$ cat src/rtl/dbg_rf_arbiter_pkg.sv
// Shared types and constants for the register-file debug read arbiter.
package dbg_rf_arbiter_pkg;

  // Register address alias kept for the legacy 32-entry register file.
  typedef logic [4:0] logic5;
  typedef logic5      dbg_addr_t;

  // Two-state read FSM; constants keep the encoding explicit for older tools.
  typedef logic [0:0] dbg_state_t;
  localparam dbg_state_t ST_IDLE = 1'b0;
  localparam dbg_state_t ST_READ = 1'b1;

  // Width of a channel index; never zero so N=1 still gets a real signal.
  function automatic int ptr_w(input int n);
    return (n > 1) ? $clog2(n) : 1;
  endfunction

endpackage

$ cat src/rtl/dbg_rf_arbiter_rr_arbiter.sv
// Combinational rotate-priority picker: first asserted request at or above
// ptr, wrapping modulo N. Generic enough for other shared ports.
module rr_arbiter #(
  parameter int N  = 2,
  parameter int PW = (N > 1) ? $clog2(N) : 1
) (
  input  logic [N-1:0]  req,
  input  logic [PW-1:0] ptr,
  output logic [N-1:0]  gnt_onehot,
  output logic [PW-1:0] gnt_idx,
  output logic          any
);

  int          idx;
  logic [PW-1:0] sel;
  logic        found;

  // Scan N positions starting at ptr; explicit subtract handles non-pow2 N.
  always_comb begin
    gnt_onehot = '0;
    gnt_idx    = '0;
    any        = |req;
    found      = 1'b0;
    idx        = 0;
    sel        = '0;
    for (int k = 0; k < N; k++) begin
      idx = int'(ptr) + k;
      if (idx >= N) idx = idx - N;
      sel = PW'(idx);
      if (!found && req[sel]) begin
        found           = 1'b1;
        gnt_onehot[sel] = 1'b1;
        gnt_idx         = sel;
      end
    end
  end

endmodule

$ cat src/rtl/dbg_rf_arbiter.sv
// Multi-channel debug read port: round-robin serialises per-channel register
// reads onto the register file's single combinational debug read port.
module dbg_rf_arbiter
  import dbg_rf_arbiter_pkg::*;
#(
  parameter int N_CH = 2,
  parameter int AW   = 5,
  parameter int DW   = 32
) (
  input  logic                 clk,
  input  logic                 rst,
  input  logic [N_CH-1:0]      req_valid,
  input  logic [N_CH*AW-1:0]   req_addr,
  output logic [N_CH-1:0]      req_ready,
  output logic [N_CH-1:0]      rsp_valid,
  output logic [N_CH*DW-1:0]   rsp_data,
  output logic [AW-1:0]        rf_ra,
  input  logic [DW-1:0]        rf_rd
);

  localparam int PW = ptr_w(N_CH);

  dbg_state_t                 state;
  logic [PW-1:0]              rr_ptr;
  logic [PW-1:0]              gnt_q;
  logic [PW-1:0]              gnt_idx;
  logic [PW-1:0]              nxt_ptr;
  logic [N_CH-1:0]            gnt_onehot;
  logic                       any;
  logic [N_CH-1:0][AW-1:0]    addr_v;
  logic [N_CH-1:0][DW-1:0]    data_q;

  assign addr_v   = req_addr;
  assign rsp_data = data_q;

  rr_arbiter #(
    .N  (N_CH),
    .PW (PW)
  ) u_arb (
    .req        (req_valid),
    .ptr        (rr_ptr),
    .gnt_onehot (gnt_onehot),
    .gnt_idx    (gnt_idx),
    .any        (any)
  );

  // Accept only in IDLE and never while reset is held.
  assign req_ready = (!rst && state == ST_IDLE) ? gnt_onehot : '0;

  // Pointer moves just past the winner; explicit wrap for non-pow2 N_CH.
  assign nxt_ptr = (gnt_idx == PW'(N_CH - 1)) ? '0 : gnt_idx + 1'b1;

  // IDLE latches the winner's address; READ captures rf_rd and pulses the response.
  always_ff @(posedge clk) begin
    if (rst) begin
      state     <= ST_IDLE;
      rr_ptr    <= '0;
      gnt_q     <= '0;
      rf_ra     <= '0;
      rsp_valid <= '0;
      data_q    <= '0;
    end else begin
      rsp_valid <= '0;
      case (state)
        ST_IDLE: begin
          if (any) begin
            rf_ra  <= addr_v[gnt_idx];
            gnt_q  <= gnt_idx;
            rr_ptr <= nxt_ptr;
            state  <= ST_READ;
          end
        end
        ST_READ: begin
          data_q[gnt_q]    <= rf_rd;
          rsp_valid[gnt_q] <= 1'b1;
          state            <= ST_IDLE;
        end
      endcase
    end
  end

endmodule

$ cat config.mk
export PLATFORM = sky130hd
export DESIGN_NAME = dbg_rf_arbiter
export DESIGN_NICKNAME = d
export VERILOG_FILES = /design/src/rtl/dbg_rf_arbiter_pkg.sv /design/src/rtl/dbg_rf_arbiter_rr_arbiter.sv /design/src/rtl/dbg_rf_arbiter.sv
export SDC_FILE = /design/constraint.sdc
export NUM_CORES = 1
export LEC_CHECK = 0
export BUFFER_PORTS_ARGS = -buffer_cell sky130_fd_sc_hd__buf_2
export CAP_MARGIN = 20
export CELL_PAD_IN_SITES_DETAIL_PLACEMENT = 1
export CELL_PAD_IN_SITES_GLOBAL_PLACEMENT = 1
export CORE_ASPECT_RATIO = 0.75
export CORE_UTILIZATION = 31
export CTS_CLUSTER_SIZE = 12
export DETAILED_ROUTE_END_ITERATION = 8
export GPL_TIMING_DRIVEN = 0
export PLACE_DENSITY = 0.77
export SLEW_MARGIN = 25
export SYNTH_ARGS = -nofsm -noshare
export SYNTH_HDL_FRONTEND = slang
export SYNTH_HIERARCHICAL = 1
export SYNTH_SLANG_ARGS = --single-unit
$ cat constraint.sdc
create_clock -name clk -period 1 [get_ports clk]
set_input_delay 0.05 -clock clk [delete_from_list [all_inputs] [get_ports clk]]
set_output_delay 0.05 -clock clk [all_outputs]
set_load 0.05 [all_outputs]
==> impl_results.md, run 1 <==
- RSZ-0062 raised after global routing: true
- Max-capacitance violation count: 0
- Worst EP required: 950 ps
- TritonRoute pass-1 iters: 4
- H-tree depth: 3
- Final min period: 1250 ps
- Initial Utilization: 32.0%
- CTS root buf: clkbuf_16
- Peak fanout along the critical path: 3
- Dominant cell type by area after synthesis: dfxtp_1
- Worst slew pin tran: 874 ps
- Final TNS setup: -11310 ps
- Clock transition at path regs: 60 ps
- Post-synthesis sequential area ratio: 51.2%
- Max Slew Vio Count: 0
- Register bit total from synthesis: 74
- Status: complete, but fails checks
- Die height: 85.7 um
- Share of cells above drive strength 1: 74.7%
- Maximum VDD drop: 0.873 mV
- Storage cell area: 1500 sq um
- Overflow left after global routing: 0
- Total track usage: 22.6%
- Clock sink total: 74
- Min-Delay Path Class: input pin to flip-flop
- Final ANT Viol Nets: 0
- Rel. slew slack: 41.8%
- Area of the core: 9050 sq um
- FP Rows: 30
- Leakage: 2.63 nW
- DP Worst Slack: -202 ps
- Die area: 9730 sq um
- Pin count of the biggest net entering global routing: 13
- Placed cells: 573
- CTS buffer count: 9
- Initial antenna violation count: 0
- CTS tree: yes
- Layout Skew: 4.81 ps
- Routability cong.: 0.741
- Final nets: 555
- Power per standard cell area: 1520 nW/um^2
- Top Ports: 119
- Crit end category: output port
- Util after Layout: 66.6%
- Endpoints failing hold: 0
- Fin crit share: 125%
- Cell variety after synth: 20
- Area grow syn2layout: 108%
- Crit Path Category: flip-flop to output port
- DR DRC count: 0
- Total wire length: 12200 um
- Failing checks: negative setup slack
- I/O Buffers: 117
- Vias per cell: 4.70
- Post-Syn Nets: 374
- ANT cells: 0
- Die width: 114 um
- CP startpoint kind: flip-flop
- Mapped Cells: 328
- Worst skew pair latency: 330 ps
- First-pass GRT wire length: 16700 um
- Fmax: 802 MHz
- DP Wirelength: 6220 um
- Vias: 3014
- Mapped cell area: 2900 sq um
- Filler cells: 893
- Setup ws final: -247 ps
- Critical Path AT: 1200 ps
- First DRT Iteration DRCs: 61
- Synth area leaders: dfxtp_1, a21oi_2, nand2_1
- Drt wl/cell: 19.0 um
- Most common cell after layout, fill and taps aside: nand2_4
- Clock tree buffer depth: 2
- Syn_area_per_cell: 8.83 sq um
- Area of the multi-input gates: 2100 sq um
- Post-synth top area share: 51.2%
- Vias in the first global route: 3180
- Synth Warn #: 6
- Endpoints failing setup: 77
- Layout Cells excl Fill: 641
- Commonest non-fill, non-tap cells in the layout: nand2_4, a21oi_2, dfxtp_1
-- layout make-up --
type	count	share of cell area [%]
well taps	128	2.66
multi-input cells	229	34.8
clock inverters	4	1.62
flip-flops and latches	74	24.9
clock buffers	11	4.22
inverters	1	0.0623
plain buffers	23	4.65
repair buffers	171	27.1
-- flip-flops by register name (all words and copies together), names as in the netlist --
name,flops
gnt_q,1
rf_ra,5
rr_ptr,1
rsp_data,64
rsp_valid,2
state,1
-- kinds of logic (layout without fill, tap and decap cells) --
kind of cell	Yosys count	after routing	synth area share, %
AND/OR/NAND/NOR	149	150	20.3
AO/OA/AOI/OAI	74	74	21.0
flip-flops	74	74	51.2
buffers and inverters	26	210	5.79
multiplexers	5	5	1.73
-- per-layer routing --
| metal | vias to the layer above | GRT usage [%] | part of all wire [%] |
|---|---|---|---|
| met1 | 1472 | 27.0 | 41 |
| met5 | - | 0 | 0 |
| li1 | 1436 | - | - |
| met2 | 91 | 41.0 | 53 |
| met3 | 15 | 5.30 | 4.0 |
| met4 | 0 | 5.74 | 1.7 |
-- through the flow --
| stage | power [W] | hold slack, ps | cell area (sq um) |
|---|---|---|---|
| after floorplan | 0.00412 | 177 | 3030 |
| after global placement | 0.00446 | 306 | 3770 |
| after detailed placement | 0.00449 | 316 | 3770 |
| final | 0.00915 | 7.85 | 6030 |
| after global routing | 0.00944 | 7.13 | 6030 |
| after CTS | 0.00890 | 0.854 | 5360 |
-- what timing repair did --
action,CTS,global route
setup endpoints to repair,76,125
cloned,10,4
buffers inserted,13,2
endpoints found under the hold margin,56,0
pin swaps,31,86
hold buffers,30,0
gates resized for setup,156,250
-- power by group --
group	leakage [nW]	switching (W)	internal, W
combinational	1.85	0.00120	0.000857
clock	0.167	0.00130	0.00258
sequential	0.609	0.000136	0.00308
-- synth_stat cells --
cell type,count
dfxtp_1,74
and2b_1,1
a211oi_1,5
a21boi_0,3
a21oi_2,58
clkbuf_1,1
nor2b_2,1
buf_2,14
buf_1,2
nand2b_1,3
buf_4,2
mux2i_1,5
and2_1,1
buf_6,6
a21oi_1,8
nand2_1,132
nor3b_1,2
inv_1,1
or2_1,1
nor2_1,8
-- path summary, 6_finish.rpt --
check	start	end	slack (ps)	cells after the start
setup reg to reg	state	rf_ra[3]	-220	5
hold / removal	rf_rd[5]	rsp_data[37]	8	3
hold reg to reg	rsp_data[11]	rsp_data[11]	460	2
setup / recovery	rr_ptr	req_ready[1]	-250	4
-- worst max-delay path, stage by stage, from the launching register on --
cell and delay [ps]:
dfxtp_2 350, inv_2 40, a21boi_2 100, nor3b_4 190, buf_6 180
(Power assumes the default switching activity.)
==> run 2: changes to the inputs <==
--- a/config.mk
+++ b/config.mk
@@ -15,4 +15,5 @@
 export DETAILED_ROUTE_END_ITERATION = 8
 export GPL_TIMING_DRIVEN = 0
+export HOLD_SLACK_MARGIN = 0.02
 export PLACE_DENSITY = 0.77
 export SLEW_MARGIN = 25
==> constraint.sdc (replaced) <==
create_clock -name clk -period 1 [get_ports clk]
set_input_delay 0.15 -clock clk [delete_from_list [all_inputs] [get_ports clk]]
set_output_delay 0.15 -clock clk [all_outputs]
set_load 0.05 [all_outputs]
==> run 2 against run 1 <==
  * The run still ends with negative setup slack left
  * Die area stayed put
  * Sequential share of layout area is 3.2 points higher
  * Hold slack better by 60 ps
  * Clock-buffer cell count is 1 higher
  * Register-to-register slack worse by 60 ps
  * Routed wire length is 10% lower
==> impl_results.md, run 2 (synthesis gave the netlist of run 1 again) <==
- Status: complete, but fails checks
- Failing checks: negative setup slack
- Worst slew pin tran: 832 ps
- Placed Area: 3770 sq um
- CTS buffer count: 9
- Die area: 9730 sq um
- Overflow left after global routing: 0
- Fmax: 734 MHz
- TritonRoute pass-1 iters: 4
- Top Layer Used: met4
- Final min period: 1360 ps
- Area grow syn2layout: 94.0%
- Fin crit share: 136%
- CP startpoint kind: flip-flop
- Clock sink total: 74
- I/O Buffers: 117
- Peak fanout along the critical path: 3
- Vias in the first global route: 3064
- Pint: 0.00605 W
- Total track usage: 21.4%
- Vias: 2843
- Die width: 114 um
- Maximum VDD drop: 0.706 mV
- Routability cong.: 0.724
- Min-Delay Path Class: input pin to flip-flop
- Top Ports: 119
- Clock transition at path regs: 60 ps
- ANT cells: 0
- Worst skew pair latency: 330 ps
- DR DRC count: 0
- RSZ-0062 raised after global routing: true
- Vias per cell: 4.61
- Final ANT Viol Nets: 0
- Commonest non-fill, non-tap cells in the layout: buf_6, a21oi_2, dfxtp_2
- Max reg flops: 64
- Logic pwr share: 21.8%
- Switching Share: 28.6%
- First-pass GRT wire length: 15900 um
- Worst EP required: 850 ps
- Share of cells above drive strength 1: 81.2%
- FP Rows: 30
- Sw power: 0.00243 W
- Final nets: 530
- Total wire length: 10900 um
- Sequential power share: 37.9%
- Initial antenna violation count: 0
- Layout Skew: 7.38 ps
- Area of the core: 9050 sq um
- First DRT Iteration DRCs: 70
- CTS Hold Bufs: 0
- Rel. slew slack: 44.5%
- Endpoints failing hold: 0
- Total power draw: 0.00848 W
- Met2 routed WL: 5540 um
- Drt wl/cell: 17.7 um
- Initial Utilization: 32.0%
- Max-capacitance violation count: 0
- Crit Path Category: flip-flop to output port
- Final Hold Slack: 68.1 ps
- Die height: 85.7 um
- Placed cells: 573
- Power per standard cell area: 1510 nW/um^2
- Max Slew Vio Count: 0
- Critical Path AT: 1210 ps
- Most common cell after layout, fill and taps aside: buf_6
- Leakage: 2.44 nW
- Routed met3 length: 549 um
- Clock tree buffer depth: 2
- Layout Cells excl Fill: 617
- Setup ws final: -362 ps
- Post-Route M1 WL: 4760 um
- Portion of total power attributed to the clock network: 40.3%
- Endpoints failing setup: 76
- CTS root buf: clkbuf_16
- CTS tree: yes
- H-tree depth: 3
- DP Wirelength: 6230 um
- Crit end category: output port
- Cell area after layout: 5620 sq um
- Pin count of the biggest net entering global routing: 13
## run 2: final cells by class
cell class,count,area (sq um)
buffer,24,292
clock buffer,12,236
clock inverter,4,76.3
fill,932,3430
inverter,1,3.75
multi-input combinational,229,1760
sequential,74,1580
tap,128,160
timing repair buffer,145,1510
## run 2: per-stage QoR
step	utilization, %	TNS, ps	worst slack (ps)
2_1_floorplan	-	-705	-112
3_3_place_gp	41.7	-7570	-150
3_5_place_dp	41.7	-9220	-195
4_1_cts	57.5	-13130	-372
5_1_grt	62.1	-20650	-433
6_report	62.1	-17430	-362
## run 2: power groups by stage
stage	sequential, W	clock (W)	combinational, W
5_1_grt	0.00322	0.00357	0.00195
4_1_cts	0.00320	0.00347	0.00172
6_report	0.00321	0.00341	0.00185
3_3_place_gp	0.00321	0	0.00125
3_5_place_dp	0.00322	0	0.00127
2_1_floorplan	0.00364	0	0.000485
## run 2: timing repair
| action | 4_1_cts | 5_1_grt |
|---|---|---|
| buffers inserted | 11 | 13 |
| gates resized for setup | 278 | 109 |
| setup endpoints to repair | 142 | 112 |
| pin swaps | 21 | 29 |
| cloned | 6 | 5 |
## run 2: final timing paths
check / cells after the start / to / slack, ps / from
min reg2reg: 2 / rsp_data[20] / 470 / rsp_data[20]
max: 3 / req_ready[0] / -360 / rr_ptr
min: 3 / rsp_data[48] / 70 / rf_rd[16]
max reg2reg: 6 / rsp_data[0] / -280 / state
## run 2: layer usage
layer  track usage [%]  vias to the layer above
met5                 0                        -
met4              4.43                        0
met3              5.72                        9
met2              38.6                       92
met1              25.6                     1366
li1                  -                     1376
## run 2: worst max-delay path: stages (launching register included)
cell and delay (ps):
dfxtp_2 330, a21boi_0 170, nor3b_4 210, buf_6 180
==> run 3: changes to the inputs <==
TNS_END_PERCENT = 30   (was not set)
==> run 3 against run 2 <==
  * The run still ends with negative setup slack left
  * Critical path depth increased by 1
  * Design area shrank 3.5%
  * Core utilization fell by 2.2 points
  * Clock power up 7.6%
  * Cell count is 2.1% lower
  * Non-clock buffer count shrank 12
  * Sequential power hardly changed
  * Fmax is 1.1% higher
  * Power up 2.4%
  * Combinational power down 3%
  * Highest routed layer unchanged
==> impl_results.md, run 3 (synthesis gave the netlist of run 1 again) <==
- FP Rows: 30
- DP Worst Slack: -178 ps
- Share of cells above drive strength 1: 79.4%
- Initial antenna violation count: 0
- Layout Skew: 5.55 ps
- Hold path endpoint: rsp_data[31]
- Max reg flops: 64
- Filler cells: 958
- Final nets: 517
- Maximum VDD drop: 0.886 mV
- Min-Delay Startpoint: rf_rd[31]
- Vias: 2790
- Final ANT Viol Nets: 0
- Endpoints failing hold: 0
- Crit path buffers/inverters: 2
- Die height: 85.7 um
- Worst slew pin tran: 756 ps
- Failing checks: negative setup slack
- Crit Path Category: flip-flop to output port
- WHS Path Cells: 3
- Area of the multi-input gates: 1650 sq um
- Fin crit share: 135%
- Initial Utilization: 32.0%
- Die area: 9730 sq um
- Status: complete, but fails checks
- Max Slew Vio Count: 0
- Fmax: 742 MHz
- Worst path cell trace: inv_2, a21boi_2, nor3b_4, buf_6
- Util after Layout: 59.9%
- Reg2reg end: rsp_data[52]
- Die width: 114 um
- Vias per cell: 4.62
- I/O Buffers: 117
- Slowest-stage cell, CP: dfxtp_2
- RSZ-0062 raised after global routing: true
- Endpoints failing setup: 74
- Clock tree buffer depth: 2
- Setup ws final: -348 ps
- Area grow syn2layout: 87.1%
- Drt wl/cell: 16.8 um
- R2R setup slack: -270 ps
- Worst reg2reg path depth: 5
- ANT cells: 0
- Most common cell after layout, fill and taps aside: dfxtp_2
- CP max stage delay: 340 ps
- TritonRoute pass-1 iters: 3
- Pin count of the biggest net entering global routing: 13
- Total wire length: 10100 um
- Storage cell area: 1580 sq um
- Clock transition at path regs: 60 ps
- First DRT Iteration DRCs: 53
- Clock sink total: 74
- Area of the core: 9050 sq um
- H-tree depth: 3
- Min-Delay Path Class: input pin to flip-flop
- Max-capacitance violation count: 0
- CP startpoint kind: flip-flop
- Peak fanout along the critical path: 3
- CTS buffer count: 9
- Vias in the first global route: 2921
- Top Ports: 119
- First-pass GRT wire length: 15000 um
- Worst skew pair latency: 330 ps
- Reg-to-Reg Start: state
- Commonest non-fill, non-tap cells in the layout: dfxtp_2, nand2_1, a21oi_2
- Routability cong.: 0.715
- DP Wirelength: 6200 um
- Crit end category: output port
- Leakage: 2.30 nW
- Power per standard cell area: 1600 nW/um^2
- Critical Path AT: 1200 ps
- CP delay by family, top: flip-flops
- Rel. slew slack: 49.6%
- Overflow left after global routing: 0
- Final min period: 1350 ps
- Total power draw: 0.00868 W
- DR DRC count: 0
- Worst EP required: 850 ps
- CTS root buf: clkbuf_16
- CTS tree: yes
- Total track usage: 20.3%
run 3: cell types whose count changed in the layout (fill, tap and decap cells not counted), sizes merged:
cell / before / now
buf: 164 / 153
clkbuf: 17 / 14
clkinv: 1 / 3
bufinv: 2 / 3
clkinvlp: 1 / 0
nand2: 133 / 132
run 3: report_power, final:
part / total [W] / internal, W / switching, W
clock network: 0.00367 / 0.00242 / 0.00125
logic: 0.00179 / 0.000742 / 0.00104
registers: 0.00322 / 0.00311 / 0.000117
total: 0.00868 / 0.00627 / 0.00241
run 3: metrics by stage:
step / cell area [sq um] / hold slack [ps] / setup TNS (ps) / instances
floorplan: 2970 / 277 / -1020 / 328
global placement: 3720 / 406 / -7730 / 573
detailed placement: 3720 / 411 / -8940 / 573
CTS: 4880 / 42.2 / -10500 / 600
global route: 5420 / 55.1 / -18080 / 604
finish: 5420 / 65.4 / -13610 / 604
run 3: timing repair:
| action | in CTS | in global routing |
|---|---|---|
| endpoints found under the setup margin | 143 | 120 |
| pin swaps | 9 | 45 |
| gates cloned | 3 | 3 |
| setup buffers | 9 | 1 |
| resized for setup | 260 | 125 |
| hold buffers | 0 | 0 |
run 3: cell type report:
cell class,count,area share [%]
Tap cell,128,2.96
Timing Repair Buffer,133,26.2
Clock buffer,10,4.23
Multi-Input combinational cell,228,30.5
Clock inverter,6,1.94
Sequential cell,74,29.1
Inverter,1,0.0693
Buffer,24,4.99
run 3: per-layer routing:
layer	global-route usage [%]	wire length, um
met2	35.2	5160
met5	0	0
met4	5.74	94
met3	6.78	600
met1	24.1	4270
run 3: worst max-delay path by stage:
| stage | startpoint | to | slack (ps) | cells past startpoint |
|---|---|---|---|---|
| 6_report | rr_ptr | req_ready[1] | -350 | 4 |
| 3_3_place_gp | state | rsp_data[36] | -150 | 4 |
| 2_1_floorplan | rr_ptr | req_ready[1] | -110 | 3 |
| 4_1_cts | rr_ptr | req_ready[1] | -390 | 4 |
| 5_1_grt | rr_ptr | req_ready[1] | -390 | 4 |
| 3_5_place_dp | state | rsp_data[42] | -180 | 4 |
run 3: worst register-to-register path, cell delays in order, from the launching register on:
cell	delay [ps]
dfxtp_4	410
buf_6	130
and2_4	270
clkbuf_16	220
nand2_4	50
a21oi_2	120
